<file path="src/rtl/target_controller_pkg.sv">
// Shared constants and types for the aim-trainer target logic.
// BALL_SIZE must match the value ball_display uses to draw the target.
// MAX_X/MAX_Y are the largest top-left coordinates that still keep the
// whole target inside the 640x480 visible area.
package target_controller_pkg;

  localparam int unsigned BALL_SIZE = 40;
  localparam int unsigned MAX_X     = 599;
  localparam int unsigned MAX_Y     = 439;

  typedef enum logic [1:0] {
    IDLE,
    PLACE,
    ACTIVE,
    OVER
  } state_t;

  // Increment that sticks at 255 instead of wrapping.
  function automatic logic [7:0] sat_inc(input logic [7:0] v);
    return (v == 8'hFF) ? v : v + 8'd1;
  endfunction

endpackage

</file>
<file path="src/rtl/target_controller_lfsr.sv">
// target_lfsr: free-running 16-bit Fibonacci LFSR, taps 16,14,13,11.
// Ports:
//   clk   - clock
//   rst_n - asynchronous active-low reset, loads SEED
//   value - current LFSR state
// SEED must be non-zero or the register locks up at zero.
module target_lfsr #(
  parameter logic [15:0] SEED = 16'hACE1
) (
  input  logic        clk,
  input  logic        rst_n,
  output logic [15:0] value
);

  logic feedback;

  // Bit n of the tap list is value[n-1].
  assign feedback = value[15] ^ value[13] ^ value[12] ^ value[10];

  always_ff @(posedge clk or negedge rst_n) begin
    if (!rst_n) begin
      value <= SEED;
    end else begin
      value <= {value[14:0], feedback};
    end
  end

endmodule

</file>
<file path="src/rtl/target_controller.sv">
// target_controller: game FSM for a click-the-target game.
// A target is placed at a pseudo-random on-screen position, stays live
// for TARGET_FRAMES frames, and is scored as a hit if clicked inside its
// window or as a miss on timeout. After GAME_TARGETS targets the game ends.
// Ports:
//   clk, rst_n       - 25 MHz pixel clock, async active-low reset
//   start_btn        - one-cycle start pulse (honoured in IDLE/OVER only)
//   frame_tick       - one-cycle pulse per video frame
//   click            - one-cycle mouse click pulse
//   mouse_x, mouse_y - pointer position
//   ballX, ballY     - target top-left corner
//   start            - high exactly while a target is live
//   score, misses    - hit and timeout counts, saturating at 255
//   game_over        - high while the game has ended
module target_controller
  import target_controller_pkg::*;
#(
  parameter int unsigned   TARGET_FRAMES = 90,
  parameter int unsigned   GAME_TARGETS  = 20,
  parameter logic [15:0]   LFSR_SEED     = 16'hACE1
) (
  input  logic       clk,
  input  logic       rst_n,
  input  logic       start_btn,
  input  logic       frame_tick,
  input  logic       click,
  input  logic [9:0] mouse_x,
  input  logic [9:0] mouse_y,
  output logic [9:0] ballX,
  output logic [9:0] ballY,
  output logic       start,
  output logic [7:0] score,
  output logic [7:0] misses,
  output logic       game_over
);

  localparam int unsigned FW = $clog2(TARGET_FRAMES + 1);
  localparam int unsigned TW = $clog2(GAME_TARGETS + 1);

  localparam logic [9:0]    SIZE10    = 10'(BALL_SIZE);
  localparam logic [9:0]    MAX_X10   = 10'(MAX_X);
  localparam logic [9:0]    MAX_Y10   = 10'(MAX_Y);
  localparam logic [FW-1:0] LAST_FRM  = FW'(TARGET_FRAMES - 1);
  localparam logic [TW-1:0] ALL_TGTS  = TW'(GAME_TARGETS);

  state_t        state_q, state_d;
  logic [9:0]    ball_x_q, ball_x_d;
  logic [9:0]    ball_y_q, ball_y_d;
  logic [7:0]    score_q, score_d;
  logic [7:0]    misses_q, misses_d;
  logic [FW-1:0] frame_q, frame_d;
  logic [TW-1:0] tgt_q, tgt_d;
  logic          start_q, over_q;

  logic [15:0] lfsr;
  logic [9:0]  cx, cy;
  logic [9:0]  x_hi, y_hi;
  logic        cand_ok, in_win, hit, timeout;

  target_lfsr #(.SEED(LFSR_SEED)) u_lfsr (
    .clk   (clk),
    .rst_n (rst_n),
    .value (lfsr)
  );

  assign cx      = lfsr[9:0];
  assign cy      = lfsr[15:6];
  assign cand_ok = (cx <= MAX_X10) && (cy <= MAX_Y10);

  // Same strict, 10-bit window the display uses; ballX <= 599 so the
  // upper bound cannot wrap.
  assign x_hi    = ball_x_q + SIZE10;
  assign y_hi    = ball_y_q + SIZE10;
  assign in_win  = (mouse_x > ball_x_q) && (mouse_x < x_hi) &&
                   (mouse_y > ball_y_q) && (mouse_y < y_hi);
  assign hit     = click && in_win;
  assign timeout = frame_tick && (frame_q == LAST_FRM);

  always_comb begin
    state_d  = state_q;
    ball_x_d = ball_x_q;
    ball_y_d = ball_y_q;
    score_d  = score_q;
    misses_d = misses_q;
    frame_d  = frame_q;
    tgt_d    = tgt_q;
    case (state_q)
      IDLE, OVER: begin
        if (start_btn) begin
          state_d  = PLACE;
          score_d  = '0;
          misses_d = '0;
          tgt_d    = '0;
        end
      end
      PLACE: begin
        if (cand_ok) begin
          ball_x_d = cx;
          ball_y_d = cy;
          frame_d  = '0;
          state_d  = ACTIVE;
        end
      end
      ACTIVE: begin
        // A hit takes priority over a coincident timeout.
        if (hit || timeout) begin
          if (hit) begin
            score_d = sat_inc(score_q);
          end else begin
            misses_d = sat_inc(misses_q);
          end
          tgt_d   = tgt_q + TW'(1);
          state_d = (tgt_d == ALL_TGTS) ? OVER : PLACE;
        end else if (frame_tick) begin
          frame_d = frame_q + FW'(1);
        end
      end
      default: state_d = IDLE;
    endcase
  end

  always_ff @(posedge clk or negedge rst_n) begin
    if (!rst_n) begin
      state_q  <= IDLE;
      ball_x_q <= '0;
      ball_y_q <= '0;
      score_q  <= '0;
      misses_q <= '0;
      frame_q  <= '0;
      tgt_q    <= '0;
      start_q  <= 1'b0;
      over_q   <= 1'b0;
    end else begin
      state_q  <= state_d;
      ball_x_q <= ball_x_d;
      ball_y_q <= ball_y_d;
      score_q  <= score_d;
      misses_q <= misses_d;
      frame_q  <= frame_d;
      tgt_q    <= tgt_d;
      start_q  <= (state_d == ACTIVE);
      over_q   <= (state_d == OVER);
    end
  end

  assign ballX     = ball_x_q;
  assign ballY     = ball_y_q;
  assign start     = start_q;
  assign score     = score_q;
  assign misses    = misses_q;
  assign game_over = over_q;

endmodule

</file>
<file path="config.mk">
export PLATFORM = sky130hd
export DESIGN_NAME = target_controller
export DESIGN_NICKNAME = d
export VERILOG_FILES = /design/src/rtl/target_controller_pkg.sv /design/src/rtl/target_controller_lfsr.sv /design/src/rtl/target_controller.sv
export SDC_FILE = /design/constraint.sdc
export NUM_CORES = 1
export LEC_CHECK = 0
export CORE_AREA = 2 2 74 104
export CTS_CLUSTER_SIZE = 10
export DETAILED_ROUTE_END_ITERATION = 7
export DIE_AREA = 0 0 76 106
export GPL_ROUTABILITY_DRIVEN = 0
export HOLD_SLACK_MARGIN = 0.06
export PLACE_DENSITY_LB_ADDON = 0.1
export SETUP_SLACK_MARGIN = 0.05
export SLEW_MARGIN = 5
export SYNTH_ARGS = -nofsm -noshare
export SYNTH_HDL_FRONTEND = slang
export SYNTH_HIERARCHICAL = 1
export SYNTH_SLANG_ARGS = --single-unit
</file>
<file path="constraint.sdc">
create_clock -name clk -period 7.74 [get_ports clk]
set_input_delay 1.548 -clock clk [delete_from_list [all_inputs] [get_ports clk]]
set_output_delay 1.548 -clock clk [all_outputs]
set_load 0.05 [all_outputs]
</file>
# Yosys cells after proc, flatten, opt, wreduce, memory -nomap -nowiden

Cells that the tools add are included.
W data, S select, Z words.

Bitwise logic cells: 3
Reductions and logical operators: 16
Muxes and demuxes: 21
Equal/unequal tests: 18
Add/sub/neg operators: 6
Order comparisons: 6

Operators with widths:

| kind                    | number |
|---|---|
| $mux W8                 | 7 |
| $pmux W8 S2             | 2 |
| $mux W7                 | 3 |
| $add A10 B6 Y10 const B | 2 |
| $gt A10 B10 Y1          | 2 |
| $lt A10 B10 Y1          | 2 |
| $ne A2 B2 Y1 const B    | 9 |
| $add A8 B1 Y8 const B   | 2 |
| $eq A8 B8 Y1 const B    | 2 |
| $pmux W7 S2             | 1 |
| $le A10 B10 Y1 const B  | 1 |
| $le A10 B9 Y1 const B   | 1 |
| $mux W5                 | 2 |
| $pmux W5 S2             | 1 |
| $reduce_and A5 Y1       | 2 |
| $eq A2 B2 Y1 const B    | 4 |
| $mux W2                 | 4 |
| $add A7 B1 Y7 const B   | 1 |
| $eq A7 B7 Y1 const B    | 1 |
| $logic_and A1 B1 Y1     | 6 |
| $pmux W2 S3             | 1 |
| $add A5 B1 Y5 const B   | 1 |
| $eq A5 B5 Y1 const B    | 1 |
| $reduce_and A4 Y1       | 1 |
| 8 further kinds         | 11 |

Logic and storage cells: 80
Input port bits: 25
Flip-flop bits (word level): 68

# Logic depth before layout (Yosys ltp)

Depth after elaboration: 10
Depth in mapped cells: 12

# Modules after synthesis

Netlist, hierarchy kept.

Modules (own cells, without submodules):

| module            | area each (um^2) | instances | cells an instance |
|---|---|---|---|
| target_controller | 3,646.0          | 1         | 411 |
| target_lfsr       | 436.7            | 1         | 19 |

# Least setup slack after synthesis

Ideal clock, no wire load.

Path type: input to register
Start point: in mouse_x[4]
End point: reg score_q[2] (netlist: score[2])
Arrival time: 3.479 ns
Path slack: 4.184 ns
Buffers on the path: 1
Stages on the path: 8
Cell sequence: ha_1 a21o_1 a221o_1 a211oi_4 nand4_2 buf_2 or3_1 a21oi_1

Word-level cells in the longest chain between the ends: 8

Ends and longest elaborated chain:

| item                                                    | line                     | text |
|---|---|---|
| start: declaration                                      | target_controller.sv:27  | `input logic [9:0] mouse_x,` |
| $gt A10 B10 Y1 / $lt A10 B10 Y1 (equally long branches) | target_controller.sv:74  | `assign in_win = (mouse_x > ball_x_q) && (mouse_x < x_hi) &&` |
| $logic_and A1 B1 Y1 (*) (2 in series)                   | target_controller.sv:74  |  |
| $logic_and A1 B1 Y1 (*)                                 | target_controller.sv:75  | `(mouse_y > ball_y_q) && (mouse_y < y_hi);` |
| $logic_and A1 B1 Y1 (*)                                 | target_controller.sv:76  | `assign hit = click && in_win;` |
| $logic_or A1 B1 Y1                                      | target_controller.sv:106 | `if (hit \|\| timeout) begin` |
| $ne A2 B2 Y1 (no line)                                  | n/a                      |  |
| $reduce_and A5 Y1 (no line) (*)                         | n/a                      |  |
| end signal: assignment                                  | target_controller.sv:137 | `score_q <= score_d;` |
| end: declaration                                        | target_controller.sv:49  | `logic [7:0] score_q, score_d;` |

Mark *: on every way between the ends. The rest lies on a longest branch, timed or not.
A chain may end at the register's enable or synchronous reset.

# Worst setup path in the final report

Start point: in mouse_x[3]
End point: reg misses_q[0] (netlist: misses[0])

Word-level cells in the longest chain between the ends: 8

Ends and longest elaborated chain:

| item                                                    | line                     | text |
|---|---|---|
| $gt A10 B10 Y1 / $lt A10 B10 Y1 (equally long branches) | target_controller.sv:74  |  |
| $logic_and A1 B1 Y1 (*) (2 in series)                   | target_controller.sv:74  |  |
| $logic_and A1 B1 Y1 (*)                                 | target_controller.sv:75  |  |
| $logic_and A1 B1 Y1 (*)                                 | target_controller.sv:76  |  |
| $logic_or A1 B1 Y1                                      | target_controller.sv:106 |  |
| $ne A2 B2 Y1 (no line)                                  | n/a                      |  |
| $reduce_and A5 Y1 (no line) (*)                         | n/a                      |  |
| end signal: assignment                                  | target_controller.sv:138 | `misses_q <= misses_d;` |
| end: declaration                                        | target_controller.sv:50  | `logic [7:0] misses_q, misses_d;` |

Marked as above.

==> results.tsv <==
stage	metric	value	unit
run_status	status	completed	
yosys	Seq/Total Area, Yosys	0.3947	
floorplan	die height	106	um
clocking	Root Buffer	clkbuf_8	
power	Power Dens Cells	217.0	mW/mm2
clocking	Hold Buf Count CTS	0	
timing	Worst-Margin Slew	789.5	ps
layout	Area Growth Syn to Fin	21.70	%
timing	Setup TNS	0	ps
placement	dpl hpwl	6708	um
power	leakage power	2.128	nW
power	P_int	0.6748	mW
yosys	largest area contributor in the netlist	dfrtp_1	
timing	unrepaired setup endpoints after global routing	false	
timing	crit share post-route	0.5303	
yosys	Synth area leaders	dfrtp_1, ha_1, dfstp_2, nand2_1, o21ai_0	
clocking	clk sinks	64	
yosys	Syn Area/Cell	9.495	um2
job	Max Cap Viol	0	
detailed_routing	number of detailed-routing iterations run before antenna repair	5	
worst_setup_path	cell breakdown of the critical path	clkdlybuf4s50_1, ha_1, a21o_1, a21o_1, a211oi_1, o21ai_1, a31oi_2, mux2_1, a22o_1	
detailed_routing	DRC Markers	0	
layout	share of layout cells above drive strength 1	0.08367	
worst_setup_path	critical path's slowest cell	a31oi_2	
clocking	TritonCTS Buffers	9	
yosys	Post-Syn Nets	499	
clocking	clock slew at reported path FFs	70	ps
yosys	top cell type's share of synthesized area	0.3432	
layout	NumNets Final	554	
clocking	Max clock buf depth	2	
yosys	Syn. warnings	6	
timing	clock skew	7.570	ps
yosys	Synth Register Bits	64	
floorplan	num rows	37	
worst_setup_path	critical path type	input pin to register	
floorplan	DIE WIDTH	76	um
detailed_routing	vias	3396	
power	maximum VDD drop	0.0001557	V
timing	Final Max Tran Viols	0	
floorplan	Core ar.	0.007176	mm2
global_route	first-pass GRT wire length	15240	um
worst_setup_path	Worst setup EP type	register	
worst_setup_path	WP data required	7980	ps
global_route	Congestion Overflow GR	0	
power	Sw Share	0.3743	
yosys	Top FF cell, synth	dfrtp_1	
yosys	Distinct cells, synth	55	
layout	most common cell after layout, fill and taps aside	clkdlybuf4s50_1	
detailed_routing	DRT iter0 DRCs	117	
power	combinational share of power	0.350	
layout	fin area	0.004969	mm2
global_route	Total Routing Usage GR	0.2304	
timing	achievable frequency	243.6	MHz
floorplan	starting density of the core	0.5690	
detailed_routing	Final ANT Viol Nets	0	
layout	multi-input combinational cell area	0.002276	mm2
worst_setup_path	CP most frequent cell	a21o_1	
worst_setup_path	Critical Path Source Type	input pin	
timing	min Tclk post-route	4105	ps
clocking	post-CTS repair timing setup buffer count	0	
detailed_routing	via/cell ratio	5.785	
placement	I/O Buffers	62	
placement	post-place instance area	0.004748	mm2
power	Clock power frac	0.292	
layout	Register Area	0.001612	mm2
timing	Slew HR	0.4736	
floorplan	io pins	63	
timing	Hold Fails Final Rpt	0	
yosys	Synth Instances	430	
layout	most frequent cells in the layout	clkdlybuf4s50_1, dfrtp_1, nand2_1, ha_1, inv_1	
clocking	H-tree depth	3	
worst_setup_path	crit path DAT	4340	ps
global_route	antenna violations before repair	0	
detailed_routing	post-DR wirelength/cell	15.18	um
global_route	largest net degree at the start of global routing	65	
worst_setup_path	CP max FO	15	
hold_path	Min-Delay Path Class	register to register	
detailed_routing	drt total wl	8909	um
clocking	Clock Latency Late Sink	340	ps
clocking	CTS tree	built	
worst_setup_path	crit path from	mouse_x[3]	
global_route	vias in the first global route	3325	
timing	final setup violation count	0	
yosys	Netlist Area Pre-Place	0.004083	mm2
hold_path	hold path startpoint	u_lfsr/value[5]	
layout	fill cell count	570	
power	Sequential Power Share	0.358	
yosys	asr flop ratio synth	1.000	
worst_setup_path	CP max stage delay	650	ps
layout	# diodes	0	
clocking	Resize count post-CTS	0	
floorplan	die area	0.008056	mm2
worst_setup_path	worst r2r src	ballY[3]	
power	sw power	0.4036	mW
yosys	Post-synth EDFFs	0	
per-stage QoR:
| stage | util | cells | total power [mW] | setup WS [ps] | hold WS, ps |
|---|---|---|---|---|---|
| 3_5_place_dp | 0.6617 | 571 | 0.7685 | 3258 | 370.7 |
| 2_1_floorplan | - | 430 | 0.6611 | 4184 | 353.5 |
| 3_3_place_gp | 0.6617 | 571 | 0.7599 | 3270 | 369.1 |
| 4_1_cts | 0.6924 | 587 | 1.086 | 3627 | 380.9 |
| 6_report | 0.6924 | 587 | 1.078 | 3635 | 381.6 |
| 5_1_grt | 0.6924 | 587 | 1.143 | 3422 | 389.5 |
cells by family (layout without fill, tap and decap cells):
kind of cell               count (synthesis)  count (layout)  share of synthesized area
and+or+nand+nor                          141             141                     0.1796
xor gates and xnor gates                  16              16                    0.03432
adders and majority gates                 44              44                     0.1348
DFF                                       64              64                     0.3947
buffers and inverters                     47             107                    0.04781
muxes                                     12              12                    0.03065
AOI/OAI and AO/OA                        106             106                     0.1781
power by group through the flow:
| stage | Clock, mW | Sequential [mW] | Combinational (mW) |
|---|---|---|---|
| 2_1_floorplan | 0 | 0.429 | 0.232 |
| 3_3_place_gp | 0 | 0.391 | 0.369 |
| 3_5_place_dp | 0 | 0.391 | 0.377 |
| 4_1_cts | 0.322 | 0.385 | 0.379 |
| 5_1_grt | 0.337 | 0.390 | 0.415 |
| 6_report | 0.315 | 0.386 | 0.377 |
layer usage:
metal | part of all wire | GRT usage | up-vias
met2 | 0.53 | 0.4228 | 73
met5 | 0 | 0 | -
met4 | 0.019 | 0.08312 | 0
met3 | 0.034 | 0.04414 | 17
met1 | 0.42 | 0.2669 | 1620
li1 | - | - | 1686
final timing paths:
check                                        to  cells past startpoint  slack, ps
worst max-delay path                  misses[0]                      9       3640
worst min-delay path            u_lfsr/value[6]                      0        380
worst max register to register         score[6]                     11       4220
worst min register to register  u_lfsr/value[6]                      0        380
max in group asynchronous             misses[7]                      2       5850
min in group asynchronous             misses[1]                      2       1360
synthesized netlist by cell type, types with 4 or more instances:
master / n
nand2_1: 46
nand2b_1: 7
a41o_1: 5
nor2_1: 20
dfstp_2: 8
nand3_1: 9
mux2i_1: 8
nor3_1: 4
o2111ai_1: 4
a21oi_1: 22
and3_1: 9
nand4_1: 17
or3_1: 5
buf_4: 4
o211ai_1: 8
nor2b_1: 4
o21ai_0: 23
clkbuf_1: 15
ha_1: 44
inv_1: 25
a31oi_1: 9
a211oi_1: 5
xor2_1: 4
xnor2_1: 12
a21o_1: 7
dfrtp_1: 56
worst max-delay path: cells and delay by family:
kind	cells	cell delay, ps
fa+ha+maj	1	330
compound gates	6	1650
buf+inv	1	430
mux	1	380
sequential cells by signal (all words and copies together) (netlist names):
signal / cells
ballX: 9
ballY: 7
frame_q: 7
game_over: 1
misses: 8
score: 8
start: 1
state_q: 2
tgt_q: 5
u_lfsr/value: 16
cell type report:
type | count | share of cell area
flip-flops and latches | 64 | 0.3244
clock buffers | 10 | 0.02569
clock inverters | 6 | 0.01864
inverters | 25 | 0.01889
repair buffers | 66 | 0.1299
multi-input cells | 319 | 0.4581
well taps | 97 | 0.02443
Note: power is estimated with default switching activity, not from simulation.
